$ cat src/rtl/alu32_bist_ctrl.sv
// alu32_bist_ctrl: on-chip self-test initiator for the 32-bit gate-level ALU.
// Feeds LFSR-generated operand pairs through all five opcodes. After each
// settle window it checks the returned result against a behavioural golden
// model. It reports pass/fail, a saturating error count and the first
// failing vector/opcode.
//
// state  | meaning
// -------+-----------------------------------------------------------------
// IDLE   | waiting for start after reset
// GEN    | one cycle: step LFSR twice, load operands, opcode back to AND
// DRIVE  | hold opcode SETTLE_CYCLES+1 cycles, check on the last, advance
// DONE   | results frozen; start launches a fresh run from SEED

module alu32_bist_ctrl #(
    parameter int          NUM_VECTORS   = 1000,
    parameter logic [31:0] SEED          = 32'hACE12021,
    parameter int          SETTLE_CYCLES = 2
) (
    input  logic        clk,
    input  logic        rst_n,
    input  logic        start,
    output logic [31:0] alu_in1,
    output logic [31:0] alu_in2,
    output logic        alu_ci,
    output logic [2:0]  alu_a,
    input  logic [31:0] alu_out,
    input  logic        alu_co,
    output logic        busy,
    output logic        done,
    output logic        pass,
    output logic [15:0] err_count,
    output logic [15:0] first_fail_vec,
    output logic [2:0]  first_fail_op
);

    // An all-zero seed would lock the LFSR, so it is replaced by 1.
    localparam logic [31:0] SEED_EFF    = (SEED == 32'h0) ? 32'h1 : SEED;
    localparam logic [31:0] POLY        = 32'h80200003;
    localparam logic [3:0]  SETTLE_LAST = 4'(SETTLE_CYCLES);
    localparam logic [15:0] LAST_VEC    = (NUM_VECTORS > 0) ? 16'(NUM_VECTORS - 1) : 16'd0;
    localparam bit          NO_VECTORS  = (NUM_VECTORS == 0);
    localparam logic [2:0]  OP_AND      = 3'b000;
    localparam logic [2:0]  OP_OR       = 3'b001;
    localparam logic [2:0]  OP_XOR      = 3'b010;
    localparam logic [2:0]  OP_NOT      = 3'b011;
    localparam logic [2:0]  OP_ADD      = 3'b100;

    typedef enum logic [1:0] {
        S_IDLE  = 2'd0,
        S_GEN   = 2'd1,
        S_DRIVE = 2'd2,
        S_DONE  = 2'd3
    } state_t;

    state_t      state;
    logic [31:0] lfsr;
    logic [15:0] vec_idx;
    logic [3:0]  settle_cnt;

    logic [31:0] lfsr_s1;
    logic [31:0] lfsr_s2;
    logic [32:0] sum;
    logic [31:0] exp_out;
    logic        exp_co;
    logic        mismatch;
    logic        settle_done;

    // Galois step: shift right, fold the polynomial in when a 1 falls out.
    function automatic logic [31:0] lfsr_step(input logic [31:0] s);
        logic [31:0] n;
        n = s >> 1;
        if (s[0]) begin
            n = n ^ POLY;
        end
        return n;
    endfunction

    assign lfsr_s1     = lfsr_step(lfsr);
    assign lfsr_s2     = lfsr_step(lfsr_s1);
    assign settle_done = (settle_cnt == SETTLE_LAST);

    // Golden model of the ALU evaluated on the registered operands.
    always_comb begin
        sum     = {1'b0, alu_in1} + {1'b0, alu_in2} + {32'd0, alu_ci};
        exp_out = 32'd0;
        exp_co  = 1'b0;
        case (alu_a)
            OP_AND:  exp_out = alu_in1 & alu_in2;
            OP_OR:   exp_out = alu_in1 | alu_in2;
            OP_XOR:  exp_out = alu_in1 ^ alu_in2;
            OP_NOT:  exp_out = ~alu_in1;
            OP_ADD: begin
                exp_out = sum[31:0];
                exp_co  = sum[32];
            end
            default: begin
                exp_out = 32'd0;
                exp_co  = 1'b0;
            end
        endcase
    end

    // Carry-out only carries meaning for ADD.
    assign mismatch = (alu_out != exp_out) || ((alu_a == OP_ADD) && (alu_co != exp_co));

    // Sequencer FSM with all outputs registered.
    always_ff @(posedge clk or negedge rst_n) begin
        if (!rst_n) begin
            state          <= S_IDLE;
            lfsr           <= SEED_EFF;
            vec_idx        <= 16'd0;
            settle_cnt     <= 4'd0;
            alu_in1        <= 32'd0;
            alu_in2        <= 32'd0;
            alu_ci         <= 1'b0;
            alu_a          <= OP_AND;
            busy           <= 1'b0;
            done           <= 1'b0;
            pass           <= 1'b0;
            err_count      <= 16'd0;
            first_fail_vec <= 16'd0;
            first_fail_op  <= 3'b000;
        end else begin
            case (state)
                S_IDLE, S_DONE: begin
                    if (start) begin
                        err_count      <= 16'd0;
                        first_fail_vec <= 16'd0;
                        first_fail_op  <= 3'b000;
                        lfsr           <= SEED_EFF;
                        vec_idx        <= 16'd0;
                        settle_cnt     <= 4'd0;
                        if (NO_VECTORS) begin
                            // Nothing to test: finish immediately with a clean result.
                            state <= S_DONE;
                            busy  <= 1'b0;
                            done  <= 1'b1;
                            pass  <= 1'b1;
                        end else begin
                            state <= S_GEN;
                            busy  <= 1'b1;
                            done  <= 1'b0;
                            pass  <= 1'b0;
                        end
                    end
                end

                S_GEN: begin
                    alu_in1    <= lfsr_s1;
                    alu_in2    <= lfsr_s2;
                    alu_ci     <= lfsr_s1[0];
                    lfsr       <= lfsr_s2;
                    alu_a      <= OP_AND;
                    settle_cnt <= 4'd0;
                    state      <= S_DRIVE;
                end

                S_DRIVE: begin
                    if (!settle_done) begin
                        settle_cnt <= settle_cnt + 4'd1;
                    end else begin
                        if (mismatch) begin
                            if (err_count != 16'hFFFF) begin
                                err_count <= err_count + 16'd1;
                            end
                            // The count only leaves zero on the first mismatch of a run.
                            if (err_count == 16'd0) begin
                                first_fail_vec <= vec_idx;
                                first_fail_op  <= alu_a;
                            end
                        end
                        settle_cnt <= 4'd0;
                        if (alu_a < OP_ADD) begin
                            alu_a <= alu_a + 3'd1;
                        end else if (vec_idx != LAST_VEC) begin
                            vec_idx <= vec_idx + 16'd1;
                            state   <= S_GEN;
                        end else begin
                            state <= S_DONE;
                            busy  <= 1'b0;
                            done  <= 1'b1;
                            pass  <= (err_count == 16'd0) && !mismatch;
                        end
                    end
                end

                default: begin
                    state <= S_IDLE;
                end
            endcase
        end
    end

endmodule
$ cat config.mk
export PLATFORM = sky130hd
export DESIGN_NAME = alu32_bist_ctrl
export DESIGN_NICKNAME = d
export VERILOG_FILES = /design/src/rtl/alu32_bist_ctrl.sv
export SDC_FILE = /design/constraint.sdc
export NUM_CORES = 1
export LEC_CHECK = 0
export BUFFER_PORTS_ARGS = -buffer_cell sky130_fd_sc_hd__buf_2
export CAP_MARGIN = 40
export CORE_ASPECT_RATIO = 1.5
export CORE_MARGIN = 2
export CORE_UTILIZATION = 55
export CTS_BUF_LIST = sky130_fd_sc_hd__clkbuf_4 sky130_fd_sc_hd__clkbuf_8 sky130_fd_sc_hd__clkbuf_16
export CTS_CLUSTER_DIAMETER = 30
export DETAILED_ROUTE_END_ITERATION = 8
export PLACE_DENSITY = 0.77
export SYNTH_ARGS = -nofsm -noshare
export SYNTH_HDL_FRONTEND = slang
export SYNTH_SLANG_ARGS = --single-unit
$ cat constraint.sdc
create_clock -name clk -period 4.8 [get_ports clk]
set_input_delay 0.24 -clock clk [delete_from_list [all_inputs] [get_ports clk]]
set_output_delay 0.24 -clock clk [all_outputs]
set_load 0.02 [all_outputs]
==> results.py <==
metrics = {
    "run_status": {
        "status": "finished clean",
    },
    "floorplan": {
        "io_pins": 142,
        "core_um2": 18620,
        "rows": 61,
        "dieArea_um2": 20240,
        "die-height_um": 173.2,
        "initial_utilization_pct": 56.39,
        "chipWidth_um": 116.8,
    },
    "sta": {
        "slew_headroom_pct": 50.73,
        "slew_violations": 0,
        "period_share_pct": 94.59,
        "fin_crit_ns": 4.540,
        "tightest_slew_ns": 0.7297,
        "hold_viol_final": 0,
        "fin_tns_setup_ns": 0,
        "clock_skew_ns": 0.01439,
        "setup_violations": 0,
        "clock.fmax_ghz": 0.2203,
        "rsz0062_at_grt": "false",
        "finalWorstSetupSlack_ns": 0.2598,
    },
    "power": {
        "switchingPower_uw": 667.8,
        "ir_drop_mv": 0.2666,
        "p_sw_share_pct": 25.27,
        "pwr_density_cell_nw_per_um2": 223.2,
        "p_seq_share_pct": 44.1,
        "p_int_mw": 1.975,
        "pwr-share-clk_pct": 48.8,
        "power_frac_comb_pct": 7.1,
        "p_leak_nw": 5.714,
    },
    "route": {
        "routed-via-count": 10140,
        "drt_iter0_markers": 1140,
        "firstDrtPassIters": 7,
        "ant_nets": 0,
        "vias_per_cell": 6.265,
        "drc_errors": 0,
        "routedWlPerCell_um": 19.02,
        "routed_wl_um": 30800,
    },
    "final_layout": {
        "antennaDiodeCount": 0,
        "fin_nets": 1469,
        "post_layout_nonfiller_instances": 1619,
        "area_growth_pct": 12.75,
        "fin_util_pct": 63.58,
        "drive_gt1_share_pct": 17.41,
    },
    "min_path": {
        "holdPathEnd": "lfsr[31]",
        "holdPathStages": 3,
        "hold_path.startpoint": "start",
        "worstHoldPathType": "primary input to flip-flop",
    },
    "clock_tree": {
        "clockBufferDepth": 2,
        "cts.sinks": 130,
        "cts_max_level": 4,
        "clock_latency_ns": 0.42,
        "cts_root_buffer": "clkbuf_16",
        "cts_buffers": 17,
        "cts_tree": "done",
        "clk_pin_slew_worst_paths_ns": 0.06,
    },
    "setup_path": {
        "rr_endpoint": "err_count[0]",
        "arrival_ns": 4.84,
        "r2r_setup_slack_ns": 0.26,
        "required_ns": 5.10,
        "reg2reg_from": "alu_in2[0]",
        "ff2ff_path_depth": 19,
        "path_max_fanout": 20,
        "path_class": "flip-flop to flip-flop",
        "cp-start-kind": "flip-flop",
        "cp-end-kind": "flip-flop",
    },
    "yosys": {
        "synth_seq_cells": 130,
        "synthTopCellsByArea": "dfrtp_1 (28%), ha_1 (9.3%), nand2_1 (4.6%)",
        "netlist_instances": 1276,
        "yosysUniqueCellTypes": 75,
        "synthArstFlopShare_pct": 100.0,
        "synth_edf_count": 0,
        "yosysTopAreaCellShare_pct": 28.36,
        "synth_ff_type": "dfrtp_1",
        "syn-num-nets": 1391,
        "synth_area_um2": 10500,
        "synth_most_common_cell": "nand2_1",
        "yosysWarnings": 0,
        "syn_avg_cell_area_um2": 8.230,
        "seq_area_frac_synth_pct": 31.11,
        "yosysTopAreaCell": "dfrtp_1",
        "ys_top_cells_by_count": "nand2_1 (130), dfrtp_1 (119), nand3_1 (87), inv_1 (80), ha_1 (78)",
    },
    "global_routing": {
        "track_usage_pct": 30.25,
        "grt_use_met1_pct": 38.78,
        "met2_usage_pct": 50.87,
        "grt_antenna_before_repair": 0,
        "grt_pass1_wl_um": 49180,
        "first_global_vias": 9515,
        "busiest_layer": "met2",
        "overflow": 0,
        "grt_max_degree": 84,
        "use_met3_pct": 4.196,
    },
    "placement": {
        "dp.cells": 1584,
        "gp_congestion": 1.003,
        "dpl_worst_slack_ns": 0.1479,
        "portBuffers": 141,
        "dp_hpwl_um": 22440,
    },
    "job": {
        "cap_viol_max_count": 0,
    },
}
## through the flow
stage	power, mW	instance area, um2	hold WS, ns
after floorplan	1.274	10500	-0.05559
after global placement	1.359	11200	0.3290
after detailed placement	1.365	11210	0.3291
after CTS	2.655	11810	0.1738
after global routing	2.726	11840	0.2087
final	2.643	11840	0.1913
## state kept, by name (all words and copies together) (netlist names), 3 cells and up
signal,count
lfsr,32
alu_in1,31
err_count,16
first_fail_vec,16
vec_idx,16
alu_in2,4
settle_cnt,4
alu_a,3
first_fail_op,3
## worst max-delay path, cell delays in order (launching register included)
cell and delay, ns:
dfrtp_1 0.40, inv_1 0.09, ha_1 0.22, or2_2 0.29, fa_1 0.42, a21o_1 0.23
a22o_2 0.25, a211oi_4 0.23, buf_4 0.19, o21ai_1 0.20, and3_1 0.24, nor4_1 0.26
o2111a_1 0.22, nor3_1 0.05, and4_1 0.23, nand4_1 0.15, buf_12 0.21, nand2b_1 0.08
buf_4 0.19, mux2_2 0.26
## layout by cell type, fill, tap and decap left out, types with 19 or more instances in the layout
cell	Yosys	final
o21ai_0	70	70
nor3_1	25	25
nand3_1	87	87
a21oi_1	63	63
a22o_1	24	24
ha_1	78	76
xnor2_1	25	25
dfrtp_1	119	119
nand4_1	19	19
mux2i_1	26	26
o22ai_1	20	20
nor2_1	67	67
xor2_1	34	34
inv_1	80	80
nand2_1	130	130
o21ai_1	23	23
a222oi_1	25	25
buf_2	15	140
buf_4	31	34
## worst max-delay path by stage
stage,slack [ns],from,endpoint,cells after the start
after floorplan,0.67,alu_in1[0],first_fail_op[2],17
after global placement,0.31,alu_in2[0],err_count[2],16
after detailed placement,0.15,alu_in2[0],err_count[5],17
after CTS,0.13,alu_in2[0],err_count[5],17
after global routing,0.04,alu_in2[0],err_count[12],19
final,0.26,alu_in2[0],err_count[0],19
## layout make-up
type / count / area, um2
clock inverter: 14 / 153.9
fill: 1707 / 6783
timing repair buffer: 178 / 1012
multi-input combinational: 945 / 6351
inverter: 82 / 307.8
clock buffer: 18 / 432.9
tap: 252 / 315.3
sequential: 130 / 3267
## cells by family after synthesis
family,synth area share (%)
AO/OA/AOI/OAI,22.84
buffers and inverters,8.614
adder cells (fa/ha/maj),9.484
XOR/XNOR,4.921
AND/OR/NAND/NOR,20.23
flip-flops,31.11
multiplexers,2.800
## repair_timing
| item | in CTS | in global routing |
|---|---|---|
| gates resized for setup | 0 | 4 |
| buffers inserted | 0 | 2 |
| setup endpoints to repair | 0 | 17 |
| endpoints found under the hold margin | 77 | 0 |
| hold buffers | 1 | 0 |
## layer usage
layer	wire length (um)	vias up
met3	1831	61
li1	-	4773
met1	12420	4883
met5	0	-
met2	15430	426
met4	1112	0
## power by group through the flow
stage / registers, mW / logic (mW) / clock network (mW)
3_3_place_gp: 1.18 / 0.178 / 0
5_1_grt: 1.17 / 0.204 / 1.35
3_5_place_dp: 1.18 / 0.183 / 0
2_1_floorplan: 1.20 / 0.0747 / 0
6_report: 1.17 / 0.187 / 1.29
4_1_cts: 1.16 / 0.187 / 1.30
(Power assumes the default switching activity.)
